`src/rtl/mc_controller.sv`:
```
// mc_controller: multicycle control FSM (fetch/decode/exec/mem/writeback) with memory wait timeout.
// Define PERF_CNT_EN to build the cycle and retired-instruction counters; otherwise both read 0.
module mc_controller #(
    parameter int MEM_TIMEOUT = 16,
    parameter int CNT_W       = 32
) (
    input  logic             clk,
    input  logic             reset,
    input  logic             go,
    input  logic [6:0]       opcode,
    input  logic [2:0]       func3,
    input  logic [6:0]       func7,
    input  logic             comp,
    input  logic             mem_ready,
    output logic             irEn,
    output logic             pcEn,
    output logic [1:0]       pc_select,
    output logic             aluSrc,
    output logic             regWrite,
    output logic [1:0]       memToReg,
    output logic [1:0]       mem_size,
    output logic             memRead,
    output logic             memWrite,
    output logic [1:0]       halt_cause,
    output logic [CNT_W-1:0] cycle_cnt,
    output logic [CNT_W-1:0] instret_cnt
);

    localparam logic [2:0] S_IDLE   = 3'd0;
    localparam logic [2:0] S_FETCH  = 3'd1;
    localparam logic [2:0] S_DECODE = 3'd2;
    localparam logic [2:0] S_EXEC   = 3'd3;
    localparam logic [2:0] S_MEM    = 3'd4;
    localparam logic [2:0] S_WB     = 3'd5;
    localparam logic [2:0] S_HALT   = 3'd6;

    localparam logic [6:0] OP_R      = 7'b0110011;
    localparam logic [6:0] OP_IMM    = 7'b0010011;
    localparam logic [6:0] OP_LOAD   = 7'b0000011;
    localparam logic [6:0] OP_STORE  = 7'b0100011;
    localparam logic [6:0] OP_BRANCH = 7'b1100011;
    localparam logic [6:0] OP_JAL    = 7'b1101111;
    localparam logic [6:0] OP_JALR   = 7'b1100111;
    localparam logic [6:0] OP_LUI    = 7'b0110111;
    localparam logic [6:0] OP_AUIPC  = 7'b0010111;
    localparam logic [6:0] OP_SYSTEM = 7'b1110011;

    localparam logic [1:0] CAUSE_NONE    = 2'b00;
    localparam logic [1:0] CAUSE_SYSTEM  = 2'b01;
    localparam logic [1:0] CAUSE_ILLEGAL = 2'b10;
    localparam logic [1:0] CAUSE_TIMEOUT = 2'b11;

    // A timeout of 0 disables the wait counter; width is kept at least one bit.
    localparam bit                TIMEOUT_EN = (MEM_TIMEOUT > 0);
    localparam int                WAIT_W     = (MEM_TIMEOUT < 1) ? 1 : $clog2(MEM_TIMEOUT + 1);
    localparam logic [WAIT_W-1:0] WAIT_LAST  = WAIT_W'(MEM_TIMEOUT - 1);

    logic [2:0]        state_r;
    logic [2:0]        stepState_s;
    logic [2:0]        nextState_s;
    logic [1:0]        haltCause_r;
    logic [1:0]        nextCause_s;
    logic [WAIT_W-1:0] waitCnt_r;
    logic              retire_s;
    logic              memTimeout_s;
    logic              unusedFunc3_s;

    logic isOp_s, isImm_s, isLoad_s, isStore_s, isBranch_s, isJal_s, isJalr_s;
    logic isLui_s, isAuipc_s, isSystem_s, legal_s;

    assign isOp_s     = (opcode == OP_R);
    assign isImm_s    = (opcode == OP_IMM);
    assign isLoad_s   = (opcode == OP_LOAD);
    assign isStore_s  = (opcode == OP_STORE);
    assign isBranch_s = (opcode == OP_BRANCH);
    assign isJal_s    = (opcode == OP_JAL);
    assign isJalr_s   = (opcode == OP_JALR);
    assign isLui_s    = (opcode == OP_LUI);
    assign isAuipc_s  = (opcode == OP_AUIPC);
    assign isSystem_s = (opcode == OP_SYSTEM);

    // Register-register ops are only legal with the base or alternate func7 encoding.
    assign legal_s = (isOp_s && ((func7 == 7'b0000000) || (func7 == 7'b0100000)))
                   || isImm_s || isLoad_s || isStore_s || isBranch_s
                   || isJal_s || isJalr_s || isLui_s || isAuipc_s;

    // A ready in the final allowed wait cycle still completes the access.
    assign memTimeout_s  = TIMEOUT_EN && !mem_ready && (waitCnt_r == WAIT_LAST);
    assign halt_cause    = haltCause_r;
    assign unusedFunc3_s = &{1'b0, func3[2]};

    // Next-state and control-strobe decode.
    always_comb begin
        stepState_s = state_r;
        nextCause_s = haltCause_r;
        retire_s    = 1'b0;
        irEn        = 1'b0;
        pcEn        = 1'b0;
        pc_select   = 2'b00;
        aluSrc      = 1'b0;
        regWrite    = 1'b0;
        memToReg    = 2'b00;
        mem_size    = 2'b00;
        memRead     = 1'b0;
        memWrite    = 1'b0;
        case (state_r)
            S_IDLE: begin
                if (go) begin
                    stepState_s = S_FETCH;
                end else begin
                    stepState_s = S_IDLE;
                end
            end
            S_FETCH: begin
                memRead  = 1'b1;
                mem_size = 2'b10;
                if (mem_ready) begin
                    irEn        = 1'b1;
                    stepState_s = S_DECODE;
                end else if (memTimeout_s) begin
                    stepState_s = S_HALT;
                    nextCause_s = CAUSE_TIMEOUT;
                end else begin
                    stepState_s = S_FETCH;
                end
            end
            S_DECODE: begin
                if (legal_s) begin
                    stepState_s = S_EXEC;
                end else if (isSystem_s) begin
                    stepState_s = S_HALT;
                    nextCause_s = CAUSE_SYSTEM;
                end else begin
                    stepState_s = S_HALT;
                    nextCause_s = CAUSE_ILLEGAL;
                end
            end
            S_EXEC: begin
                aluSrc = !(isOp_s || isBranch_s);
                if (isLoad_s || isStore_s) begin
                    stepState_s = S_MEM;
                end else if (isBranch_s) begin
                    pcEn      = 1'b1;
                    pc_select = comp ? 2'b01 : 2'b00;
                    retire_s  = 1'b1;
                end else begin
                    stepState_s = S_WB;
                end
            end
            S_MEM: begin
                mem_size = func3[1:0];
                memRead  = isLoad_s;
                memWrite = isStore_s;
                if (mem_ready) begin
                    if (isLoad_s) begin
                        stepState_s = S_WB;
                    end else begin
                        pcEn     = 1'b1;
                        retire_s = 1'b1;
                    end
                end else if (memTimeout_s) begin
                    stepState_s = S_HALT;
                    nextCause_s = CAUSE_TIMEOUT;
                end else begin
                    stepState_s = S_MEM;
                end
            end
            S_WB: begin
                regWrite  = 1'b1;
                pcEn      = 1'b1;
                retire_s  = 1'b1;
                memToReg  = isLoad_s ? 2'b01 : ((isJal_s || isJalr_s) ? 2'b10 : 2'b00);
                pc_select = isJal_s ? 2'b01 : (isJalr_s ? 2'b10 : 2'b00);
            end
            S_HALT: begin
                stepState_s = S_HALT;
            end
            default: begin
                stepState_s = S_IDLE;
                nextCause_s = CAUSE_NONE;
            end
        endcase
        nextState_s = retire_s ? (go ? S_FETCH : S_IDLE) : stepState_s;
    end

    // FSM state and latched halt cause.
    always_ff @(posedge clk) begin
        if (reset) begin
            state_r     <= S_IDLE;
            haltCause_r <= CAUSE_NONE;
        end else begin
            state_r     <= nextState_s;
            haltCause_r <= nextCause_s;
        end
    end

    // Memory wait counter: restarts on every state change, counts not-ready cycles in FETCH/MEM.
    always_ff @(posedge clk) begin
        if (reset) begin
            waitCnt_r <= {WAIT_W{1'b0}};
        end else if (nextState_s != state_r) begin
            waitCnt_r <= {WAIT_W{1'b0}};
        end else if (TIMEOUT_EN && !mem_ready && ((state_r == S_FETCH) || (state_r == S_MEM))) begin
            waitCnt_r <= waitCnt_r + {{(WAIT_W-1){1'b0}}, 1'b1};
        end else begin
            waitCnt_r <= waitCnt_r;
        end
    end

`ifdef PERF_CNT_EN
    logic [CNT_W-1:0] cycleCnt_r;
    logic [CNT_W-1:0] instretCnt_r;

    // Active-cycle and retire counters, wrapping naturally at CNT_W bits.
    always_ff @(posedge clk) begin
        if (reset) begin
            cycleCnt_r   <= {CNT_W{1'b0}};
            instretCnt_r <= {CNT_W{1'b0}};
        end else begin
            if ((state_r != S_IDLE) && (state_r != S_HALT)) begin
                cycleCnt_r <= cycleCnt_r + {{(CNT_W-1){1'b0}}, 1'b1};
            end else begin
                cycleCnt_r <= cycleCnt_r;
            end
            if (retire_s) begin
                instretCnt_r <= instretCnt_r + {{(CNT_W-1){1'b0}}, 1'b1};
            end else begin
                instretCnt_r <= instretCnt_r;
            end
        end
    end

    assign cycle_cnt   = cycleCnt_r;
    assign instret_cnt = instretCnt_r;
`else
    assign cycle_cnt   = {CNT_W{1'b0}};
    assign instret_cnt = {CNT_W{1'b0}};
`endif

endmodule

```
`config.mk`:
```
export PLATFORM = sky130hd
export DESIGN_NAME = mc_controller
export DESIGN_NICKNAME = d
export VERILOG_FILES = /design/src/rtl/mc_controller.sv
export SDC_FILE = /design/constraint.sdc
export NUM_CORES = 1
export LEC_CHECK = 0
export CAP_MARGIN = 20
export CELL_PAD_IN_SITES_DETAIL_PLACEMENT = 0
export CELL_PAD_IN_SITES_GLOBAL_PLACEMENT = 2
export CORE_MARGIN = 4
export CORE_UTILIZATION = 18
export CTS_CLUSTER_DIAMETER = 150
export DETAILED_ROUTE_END_ITERATION = 12
export HOLD_SLACK_MARGIN = 0.1
export PLACE_DENSITY = 0.89
export SYNTH_ARGS = -nofsm -noshare
export SYNTH_HDL_FRONTEND = slang
export SYNTH_SLANG_ARGS = --single-unit
```
`constraint.sdc`:
```
create_clock -name clk -period 2.27 [get_ports clk]
set_clock_uncertainty 0.1 [all_clocks]
set_input_delay 0.3405 -clock clk [delete_from_list [all_inputs] [get_ports clk]]
set_output_delay 0.3405 -clock clk [all_outputs]
set_load 0.05 [all_outputs]
```
# ---- Word level (Yosys, flattened, before mapping)
# Cells that the tools add are included.
dict set report op_classes {
  add_sub_neg 1
  reduce_logical 24
  n_bitwise 1
  eq_ne 22
  muxes 37
  order_cmp 0
  shift 0
  multipliers 0
  div_mod_pow 0
}
# operator n
set op_table {}
lappend op_table {{equality test 7 x 6 -> 1 bit (second input constant)} 4}
lappend op_table {{equality test 7 bit (second input constant)} 4}
lappend op_table {{2-to-1 mux 3 bit} 8}
lappend op_table {{one-hot mux 3 bit (7 select lines)} 1}
lappend op_table {{2-to-1 mux 2 bit} 10}
lappend op_table {{equality test 7 x 5 -> 1 bit (second input constant)} 2}
lappend op_table {{logical OR 1 bit} 13}
lappend op_table {{2-to-1 mux 1 bit} 13}
lappend op_table {{equality test 3 bit (second input constant)} 3}
lappend op_table {{one-hot mux 2 bit (2 select lines)} 2}
lappend op_table {{equality test 7 x 2 -> 1 bit (second input constant)} 1}
lappend op_table {{zero test 7 bit} 1}
lappend op_table {{equality test 3 x 2 -> 1 bit (second input constant)} 2}
lappend op_table {{one-hot mux 2 bit (3 select lines)} 1}
lappend op_table {{adder 5 x 1 -> 5 bit (second input constant)} 1}
lappend op_table {{equality test 5 x 4 -> 1 bit (second input constant)} 1}
lappend op_table {{inequality test 2 bit (second input constant)} 2}
lappend op_table {{AND reduction 4 bit} 1}
lappend op_table {{OR reduction 2 bit} 2}
lappend op_table {{OR reduction 4 bit} 1}
lappend op_table {{equality test 3 x 1 -> 1 bit (second input constant)} 1}
lappend op_table {{logical AND 1 bit} 3}
lappend op_table {{zero test 3 bit} 1}
lappend op_table {{inequality test 3 bit} 1}
lappend op_table {{5 further kinds} 6}
dict set report word_totals {
  out_inout_bits 78
  wordCells 88
  in_bits 22
  mem_bits_ro 0
  mem_count 0
  reg_bits 10
  latchBits 0
  ramBits 0
}

# ---- Depth between registers and ports, before layout
# Gate-level depths: netlist of run 1.
dict set report depth {
  depth_word 16
  depth_mapped 9
  ltp_nobuf 9
}

# ---- Least setup slack after synthesis of run 1
# Ideal clock, no wire load.
dict set report synth_timing {
  path_type {reg2out}
  startpoint {register state_r[0]}
  endpoint {output port pc_select[0]}
  t_required_ns 1.830
  arrival_ns 2.771
  path_stages_with_launch 6
  slack_ns -0.942
  n_path_buf 1
  path_cell_list {dfxtp_1 > clkbuf_1 > nand2_1 > or2_2 > nor3_1 > a22o_1}
}
dict set report synth_via {
  elab_chain_len 2
  word_cells_on_any_way 3
  cone_classes {2 x eq/ne; 1 x mux}
}
# element line_no
set synth_lines {}
lappend synth_lines {{start, declared} 58} ;# logic [2:0] state_r;
lappend synth_lines {{start signal, assigned} 192} ;# state_r <= nextState_s;
lappend synth_lines {{equality test 3 bit or equality test 3 x 2 -> 1 bit (tied branches)} 106} ;# case (state_r)
lappend synth_lines {{one-hot mux 2 bit (2 select lines) *} 106}
lappend synth_lines {{end, declared} 17} ;# output logic [1:0] pc_select,
# Mark *: on every way between the ends. The rest lies on a longest branch, timed or not.

# ---- Final worst setup path of run 1
dict set report layout_timing {
  startpoint {input port opcode[2]}
  endpoint {output port pcEn}
}
dict set report layout_via {
  elab_chain_len 4
  word_cells_on_any_way 9
  cone_classes {3 x eq/ne; 5 x mux; 1 x reduce/logical}
}
# element line_no
set layout_lines {}
lappend layout_lines {{start, declared} 10} ;# input logic [6:0] opcode,
lappend layout_lines {{equality test 7 x 2 -> 1 bit, or another cell as far along} 73} ;# assign isLoad_s = (opcode == OP_LOAD);
lappend layout_lines {{2-to-1 mux 1 bit, or another cell as far along} 155} ;# if (isLoad_s) begin
lappend layout_lines {{2-to-1 mux 1 bit (on tied branches)} {154, 140}}
lappend layout_lines {{one-hot mux 1 bit (3 select lines) *} 106}
lappend layout_lines {{end, declared} 16} ;# output logic pcEn,
# Marked as above.

==> results of run 1 <==
worst min-delay path, stage by stage (launching register included):
cell     delay (ns)
dfxtp_1        0.31
nor2_1         0.10
nor3_1         0.04
synth_stat cells, drive strengths merged (2+ instances only):
cell,count
nor3b,2
and2,2
nand4,2
a22oi,2
inv,5
nand2,13
and3,3
nand3b,3
buf,68
xnor2,3
a31oi,3
nor2,18
ha,2
a211o,2
nand2b,4
nor4,2
o21ai,4
dfxtp,10
nor4b,2
a21oi,4
o22ai,3
nor3,7
a311o,2
o31ai,2
layout make-up:
type,instances,area share
inverter,5,0.00881
tap,102,0.0599
timing repair buffer,69,0.333
sequential,10,0.0945
clock buffer,4,0.0258
multi-input combinational,168,0.478
timing repair:
action | CTS | global route
setup buffers | 1 | 0
pin swaps | 3 | 4
setup endpoints to repair | 7 | 6
gates resized for setup | 13 | 7
path summary, 6_finish.rpt:
| kind | from | end | slack [ns] | cells after the start |
|---|---|---|---|---|
| max reg2reg | waitCnt_r[0] | waitCnt_r[1] | 0.11 | 10 |
| max | opcode[2] | pcEn | 0.05 | 5 |
| min | halt_cause[0] | halt_cause[0] | 0.39 | 2 |
| min reg2reg | halt_cause[0] | halt_cause[0] | 0.39 | 2 |
registers in the layout, summed over array words and instances, names as in the netlist:
name / cells
state_r: 3
waitCnt_r: 5
halt_cause: 2
metrics by stage:
| stage | setup slack (ns) | hold slack [ns] |
|---|---|---|
| 6_report | 0.0542 | 0.392 |
| 5_1_grt | 0.000574 | 0.452 |
| 4_1_cts | 0.00516 | 0.392 |
| 3_5_place_dp | -0.249 | 0.381 |
| 3_3_place_gp | -0.236 | 0.382 |
| 2_1_floorplan | -0.151 | 0.310 |
routing by layer:
| metal | wire [microns] | vias up | part of all wire |
|---|---|---|---|
| met3 | 241 | 2 | 0.063 |
| met1 | 1560 | 634 | 0.41 |
| met4 | 29 | 0 | 0.0076 |
| met2 | 1970 | 49 | 0.52 |
| met5 | 0 | - | 0 |
| li1 | - | 666 | - |
power breakdown:
group | switching, W | total [W] | internal (W)
Sequential | 0.0000568 | 0.000280 | 0.000223
Combinational | 0.000829 | 0.00136 | 0.000529
Clock | 0.0000707 | 0.000223 | 0.000153
Total | 0.000956 | 0.00186 | 0.000905
logic make-up after synthesis:
| logic type | share of synthesized area |
|---|---|
| buffers and inverters | 0.368 |
| AND/OR/NAND/NOR | 0.253 |
| AO/OA/AOI/OAI | 0.199 |
| flip-flops | 0.136 |
| XOR/XNOR | 0.0238 |
| adder cells (fa/ha/maj) | 0.0170 |
| other | 0.00255 |
==> flow_summary.yaml, run 1 <==
cts:
  cts_tree: "built"
  numCtsBuffers: 3
  clk_pin_slew_ns: 0.05
  clock_latency_ns: 0.24
  cts_root_buf: "clkbuf_8"
  max-clock-path-buffers: 2
  cts.sinks: 10
  htreeDepth: 1
  hold_buffers: 0
grt:
  antenna_found_initial: 0
  gr-total-overflow: 0
  grt_pass1_wl_microns: 5780
  use_met1: 0.0876
  first_global_vias: 1278
  globalRouteTotalUtil: 0.0711
  met2_usage: 0.125
  grt_start_max_net_pins: 10
  grtUsageMet3: 0.0113
  top_usage_layer: "met2"
logic_synthesis:
  avgSynthCellArea_sq_um: 7.79
  yosysTopAreaCell: "buf_4"
  ys_async_sr_fraction: 0
  yosysUniqueCellTypes: 54
  synth_flop_cell: "dfxtp_1"
  synth.top_cell.area_share: 0.327
  syn_area_sq_um: 1470
  synth_seq_cells: 10
  yosys_warnings: 0
  synth-edff-count: 0
  synth_area_leaders: "buf_4 (33%), dfxtp_1 (14%), nor2_1 (4.6%)"
  syn_inst: 189
  synth_seq_area_share: 0.136
timing:
  final-setup-viol-count: 0
  slew_violations: 0
  fmax_mhz: 451
  rsz0062_at_grt: "false"
  period_share: 0.976
  finalCriticalPeriod_ns: 2.22
  tns_ns: 0
  hold_viol: 0
placed_design:
  dp.cells: 353
  gp_congestion: 0.772
  place_area_sq_um: 2040
  io_buffers: 33
  dp.final_hpwl_microns: 3260
die:
  die_w_microns: 98.4
  core_area_sq_um: 7850
  die_h_microns: 98.4
  initial_core_util: 0.187
  die-area_sq_um: 9680
  row_count: 32
  pin_count: 100
critical_path:
  critPathLaunchType: "primary input"
  worstPathCellList: "clkdlybuf4s15_1 -> nand4bb_4 -> or4_4 -> a311o_2 -> buf_8"
  critPathMaxStageDelay_ns: 0.46
  crit_type: "primary input to output pin"
  path_buf_inv: 2
  crit_fanout: 4
  crit_slowest_cell: "or4_4"
  crit_family: "simple AND/OR/NAND/NOR gates"
  endpoint_kind: "output pin"
  critPathArrivalTime_ns: 1.78
  crit_required_ns: 1.83
drt:
  vias: 1351
  firstDrtPassIters: 4
  postRouteAntennaNets: 0
  routed_wl_microns: 3810
  via_per_inst: 3.77
  drt-initial-drc-count: 30
  wire_per_inst_microns: 10.6
  drcViolationCount: 0
finish:
  final_util: 0.272
  final_common_cell: "conb_1"
  drive_above_1_share: 0.289
  seq_area_sq_um: 201
  instances_no_fill: 358
  design_area_sq_um: 2130
  area_growth_pct: 44.8
  num-fill-cells: 879
  nets: 281
  layout_common_cells: "conb_1 (64), buf_4 (36), nor2_1 (17)"
  antennaDiodeCount: 0
  multiInputGateArea_sq_um: 1020
status:
  outcome: "finished, final reports clean"
power_and_ir_drop:
  finalPower_w: 0.00186
  peakVddDrop_mv: 0.249
  p_per_area_nw_per_um2: 873
  p_leak_nw: 0.969
flow_run:
  drv_cap: 0
min_path:
  hp-class: "flip-flop to flip-flop"
(Power assumes the default switching activity.)
==> inputs of run 2 (changes only) <==
CORE_UTILIZATION = 16   (was 18)
PLACE_DENSITY = 0.84   (was 0.89)
clock period = 1.95 ns   (was 2.27 ns; I/O delays follow)
==> run 2 against run 1 <==
Net effect: the run now ends with setup timing left; via count is 3.5% higher; first-iteration DRC count grew to 2.8 times the previous value; critical endpoint unchanged; utilization down 0.64 points; die area increased by 11%; largest cell class unchanged.
==> flow_summary.yaml, run 2 (same netlist as run 1, synthesis figures left out) <==
timing:
  finalCriticalPeriod_ns: 2.00
  fin_ws_ns: -0.0475
  period_share: 1.02
  slew_violations: 0
  hold_viol: 0
  fmax_mhz: 501
  rsz0062_at_grt: "true"
  final-setup-viol-count: 5
  whs_ns: 0.405
critical_path:
  crit_type: "primary input to output pin"
  critPathArrivalTime_ns: 1.61
  crit_fanout: 4
  endpoint_kind: "output pin"
  crit_required_ns: 1.56
  critPathLaunchType: "primary input"
grt:
  grt_pass1_wl_microns: 6570
  globalRouteTotalUtil: 0.0734
  gr-total-overflow: 0
  antenna_found_initial: 0
  first_global_vias: 1336
  grt_start_max_net_pins: 14
placed_design:
  dp.cells: 362
  io_buffers: 33
  gp_congestion: 0.818
  dp_slack_ns: -0.472
  dp.final_hpwl_microns: 3380
finish:
  regMostFlops: "waitCnt_r"
  largest_register_ff_count: 5
  final_common_cell: "conb_1"
  num-fill-cells: 952
  antennaDiodeCount: 0
  drive_above_1_share: 0.406
  area_growth_pct: 59.4
  instances_no_fill: 374
  layout_common_cells: "conb_1 (64), buf_4 (43), nor2_1 (15)"
  nets: 291
  final_util: 0.265
drt:
  drcViolationCount: 0
  wire_per_inst_microns: 11.2
  postRouteAntennaNets: 0
  drt-initial-drc-count: 84
  vias: 1398
  routed_wl_microns: 4180
  via_per_inst: 3.74
  firstDrtPassIters: 4
die:
  die_h_microns: 104
  row_count: 34
  initial_core_util: 0.166
  pin_count: 100
  core_area_sq_um: 8850
  die-area_sq_um: 10800
  die_w_microns: 104
cts:
  numCtsBuffers: 3
  cts_tree: "built"
  cts.sinks: 10
  cts_root_buf: "clkbuf_8"
  max-clock-path-buffers: 2
  clock_latency_ns: 0.25
  clk_pin_slew_ns: 0.06
  hold_buffers: 0
  htreeDepth: 1
status:
  violations: "setup timing"
  outcome: "finished, violations left"
power_and_ir_drop:
  p_per_area_nw_per_um2: 1010
  p_leak_nw: 1.05
  peakVddDrop_mv: 0.371
flow_run:
  drv_cap: 0
min_path:
  hp-class: "flip-flop to flip-flop"
run 2: cell count changes in the layout (fill, tap and decap cells not counted), sizes merged:
cell | previous run | this run
buf | 49 | 64
clkbuf | 4 | 7
clkdlybuf4s15 | 2 | 0
clkdlybuf4s50 | 14 | 10
dlygate4sd2 | 3 | 0
dlymetal6s2s | 1 | 2
run 2: routing by layer:
| layer | GRT usage | vias to the layer above | share of wire |
|---|---|---|---|
| met5 | 0 | - | 0 |
| met4 | 0.0351 | 0 | 0.028 |
| met3 | 0.0124 | 9 | 0.066 |
| met2 | 0.124 | 61 | 0.49 |
| met1 | 0.0902 | 646 | 0.42 |
| li1 | - | 682 | - |
run 2: final timing paths:
path            startpoint       endpoint  slack, ns  cells after the start
max              opcode[3]           pcEn      -0.05                      5
min          halt_cause[0]  halt_cause[0]       0.40                      2
min reg2reg  halt_cause[0]  halt_cause[0]       0.40                      2
max reg2reg   waitCnt_r[1]   waitCnt_r[1]      -0.01                     10
run 2: metrics by stage:
stage          power [W]  TNS [ns]  instance area, sq um
4_1_cts          0.00223    -0.903                  2230
6_report         0.00237    -0.151                  2350
3_5_place_dp     0.00188     -5.78                  2090
5_1_grt          0.00251    -0.532                  2350
3_3_place_gp     0.00188     -5.47                  2090
2_1_floorplan    0.00147   -0.0185                  1770
run 2: worst max-delay path: stages:
cell       delay [ns]
buf_6            0.09
nand4bb_4        0.22
or4_4            0.48
a311o_2          0.37
buf_8            0.16
run 2: cell type report:
class | count | area (sq um) | area share
clock buffer | 4 | 55.1 | 0.0235
inverter | 5 | 18.8 | 0.00800
multi-input combinational | 168 | 1150 | 0.490
sequential | 10 | 208 | 0.0885
tap | 108 | 135 | 0.0576
timing repair buffer | 79 | 781 | 0.333
run 2: what timing repair did:
action | 4_1_cts | 5_1_grt
endpoints found under the setup margin | 20 | 17
pin swaps | 12 | 23
buffers inserted | 5 | 4
resized for setup | 33 | 29
run 2: report_power, final:
part	switching (W)	total [W]	internal, W
clock	0.0000969	0.000275	0.000179
combinational	0.00104	0.00175	0.000720
sequential	0.0000754	0.000343	0.000268
==> inputs of run 3 (changes only) <==
GPL_ROUTABILITY_DRIVEN = 0   (was unset)
REMOVE_ABC_BUFFERS = 1   (was unset)
==> run 3 against run 2 <==
Net effect: the flow still finishes with violations (setup timing); clock-buffer cell count did not move; hold slack worse by 0.0085 ns; cell count grew 1.1%; maximum frequency decreased by 0.23%; die area is the same; critical path type unchanged; critical endpoint unchanged; largest cell class unchanged.
==> flow_summary.yaml, run 3 (same netlist as run 1, synthesis figures left out) <==
critical_path:
  cp-startpoint: "opcode[2]"
  cp.depth: 5
  crit_type: "primary input to output pin"
  crit_family: "simple AND/OR/NAND/NOR gates"
  worstPathCellList: "buf_6 -> nand4bb_4 -> or4_4 -> a311o_2 -> buf_8"
  crit_fanout: 4
  path_buf_inv: 2
  critPathArrivalTime_ns: 1.61
  endpoint: "pcEn"
  crit_required_ns: 1.56
  reg2reg_from: "waitCnt_r[0]"
  critPathMaxStageDelay_ns: 0.47
  crit_slowest_cell: "or4_4"
  reg2reg_depth: 9
  endpoint_kind: "output pin"
  worst-r2r-setup-slack_ns: -0.02
  critPathLaunchType: "primary input"
  r2r_end: "waitCnt_r[1]"
die:
  die_h_microns: 104
  initial_core_util: 0.166
  die_w_microns: 104
  core_area_sq_um: 8850
  die-area_sq_um: 10800
  pin_count: 100
  row_count: 34
timing:
  fin_ws_ns: -0.0521
  slew_violations: 0
  fmax_mhz: 499
  final-setup-viol-count: 3
  finalCriticalPeriod_ns: 2.00
  rsz0062_at_grt: "true"
  hold_viol: 0
  period_share: 1.03
grt:
  grt_pass1_wl_microns: 6150
  globalRouteTotalUtil: 0.0687
  gr-total-overflow: 0
  antenna_found_initial: 0
  grt_start_max_net_pins: 10
  first_global_vias: 1300
status:
  violations: "setup timing"
  outcome: "finished, violations left"
cts:
  htreeDepth: 1
  numCtsBuffers: 3
  clock_latency_ns: 0.23
  cts.sinks: 10
  max-clock-path-buffers: 2
  cts_root_buf: "clkbuf_8"
  hold_buffers: 0
  cts_tree: "built"
  clk_pin_slew_ns: 0.05
finish:
  largest_register_ff_count: 5
  instances_no_fill: 378
  antennaDiodeCount: 0
  num-fill-cells: 966
  area_growth_pct: 61.4
  regMostFlops: "waitCnt_r"
  drive_above_1_share: 0.437
  nets: 295
  final_common_cell: "conb_1"
  layout_common_cells: "conb_1 (64), buf_4 (47), nor2_1 (16)"
placed_design:
  io_buffers: 33
  dp_slack_ns: -0.507
  dp.final_hpwl_microns: 3290
  dp.cells: 366
drt:
  firstDrtPassIters: 4
  postRouteAntennaNets: 0
  drcViolationCount: 0
  wire_per_inst_microns: 10.8
  vias: 1396
  via_per_inst: 3.69
  routed_wl_microns: 4080
  drt-initial-drc-count: 46
power_and_ir_drop:
  finalPower_w: 0.00244
  peakVddDrop_mv: 0.897
  p_leak_nw: 1.04
  p_per_area_nw_per_um2: 1030
flow_run:
  drv_cap: 0
min_path:
  holdPathStages: 2
  hp-class: "flip-flop to flip-flop"
run 3: cell count changes in the layout (fill, tap and decap cells not counted), sizes merged:
| cell | previous run | this run |
|---|---|---|
| buf | 64 | 68 |
| dlymetal6s2s | 2 | 0 |
| clkdlybuf4s50 | 10 | 12 |
run 3: cell type report:
cell class / instances / area, sq um / area share
Inverter: 5 / 18.8 / 0.00790
Tap cell: 108 / 135 / 0.0569
Timing Repair Buffer: 83 / 812 / 0.342
Multi-Input combinational cell: 168 / 1140 / 0.481
Clock buffer: 4 / 55.1 / 0.0232
Sequential cell: 10 / 211 / 0.0890
run 3: worst reg2reg max path: cells and delay by family, from the launching register on:
family                     cells  cell delay, ns
DFF                            1            0.35
adders and majority gates      2            0.28
AOI/OAI and AO/OA              5            0.73
and+or+nand+nor                2            0.40
run 3: how the worst min path moves through the flow:
stage                              from             to  slack (ns)
after floorplan                   reset     state_r[0]        0.26
after global placement    halt_cause[0]  halt_cause[0]        0.39
after detailed placement  halt_cause[0]  halt_cause[0]        0.39
after CTS                 halt_cause[0]  halt_cause[0]        0.40
after global routing      halt_cause[0]  halt_cause[0]        0.45
final                     halt_cause[0]  halt_cause[0]        0.40
run 3: through the flow:
stage | TNS (ns) | cell area (sq um) | utilization | hold WS, ns
6_report | -0.0692 | 2370 | 0.268 | 0.396
5_1_grt | -0.518 | 2370 | 0.268 | 0.453
4_1_cts | -0.696 | 2290 | 0.259 | 0.399
3_5_place_dp | -6.26 | 2070 | 0.234 | 0.389
3_3_place_gp | -6.03 | 2070 | 0.234 | 0.391
2_1_floorplan | -3.26 | 1180 | - | 0.262
run 3: routing by layer:
| metal | vias up | share of wire | GRT usage |
|---|---|---|---|
| met5 | - | 0 | 0 |
| met4 | 0 | 0.013 | 0.0209 |
| met2 | 63 | 0.48 | 0.119 |
| met1 | 634 | 0.44 | 0.0858 |
| met3 | 4 | 0.063 | 0.0130 |
| li1 | 695 | - | - |
run 3: where the power goes:
part,leakage (nW),switching [W],internal (W)
Sequential,0.0840,0.0000589,0.000272
Clock,0.0288,0.0000825,0.000178
Combinational,0.930,0.00107,0.000773
Total,1.04,0.00121,0.00122
run 3: what timing repair did:
item,in CTS,in global routing
buffers inserted,7,2
gates resized for setup,50,26
hold endpoints to repair,0,0
endpoints found under the setup margin,17,19
gates cloned,0,0
pin swaps,17,14
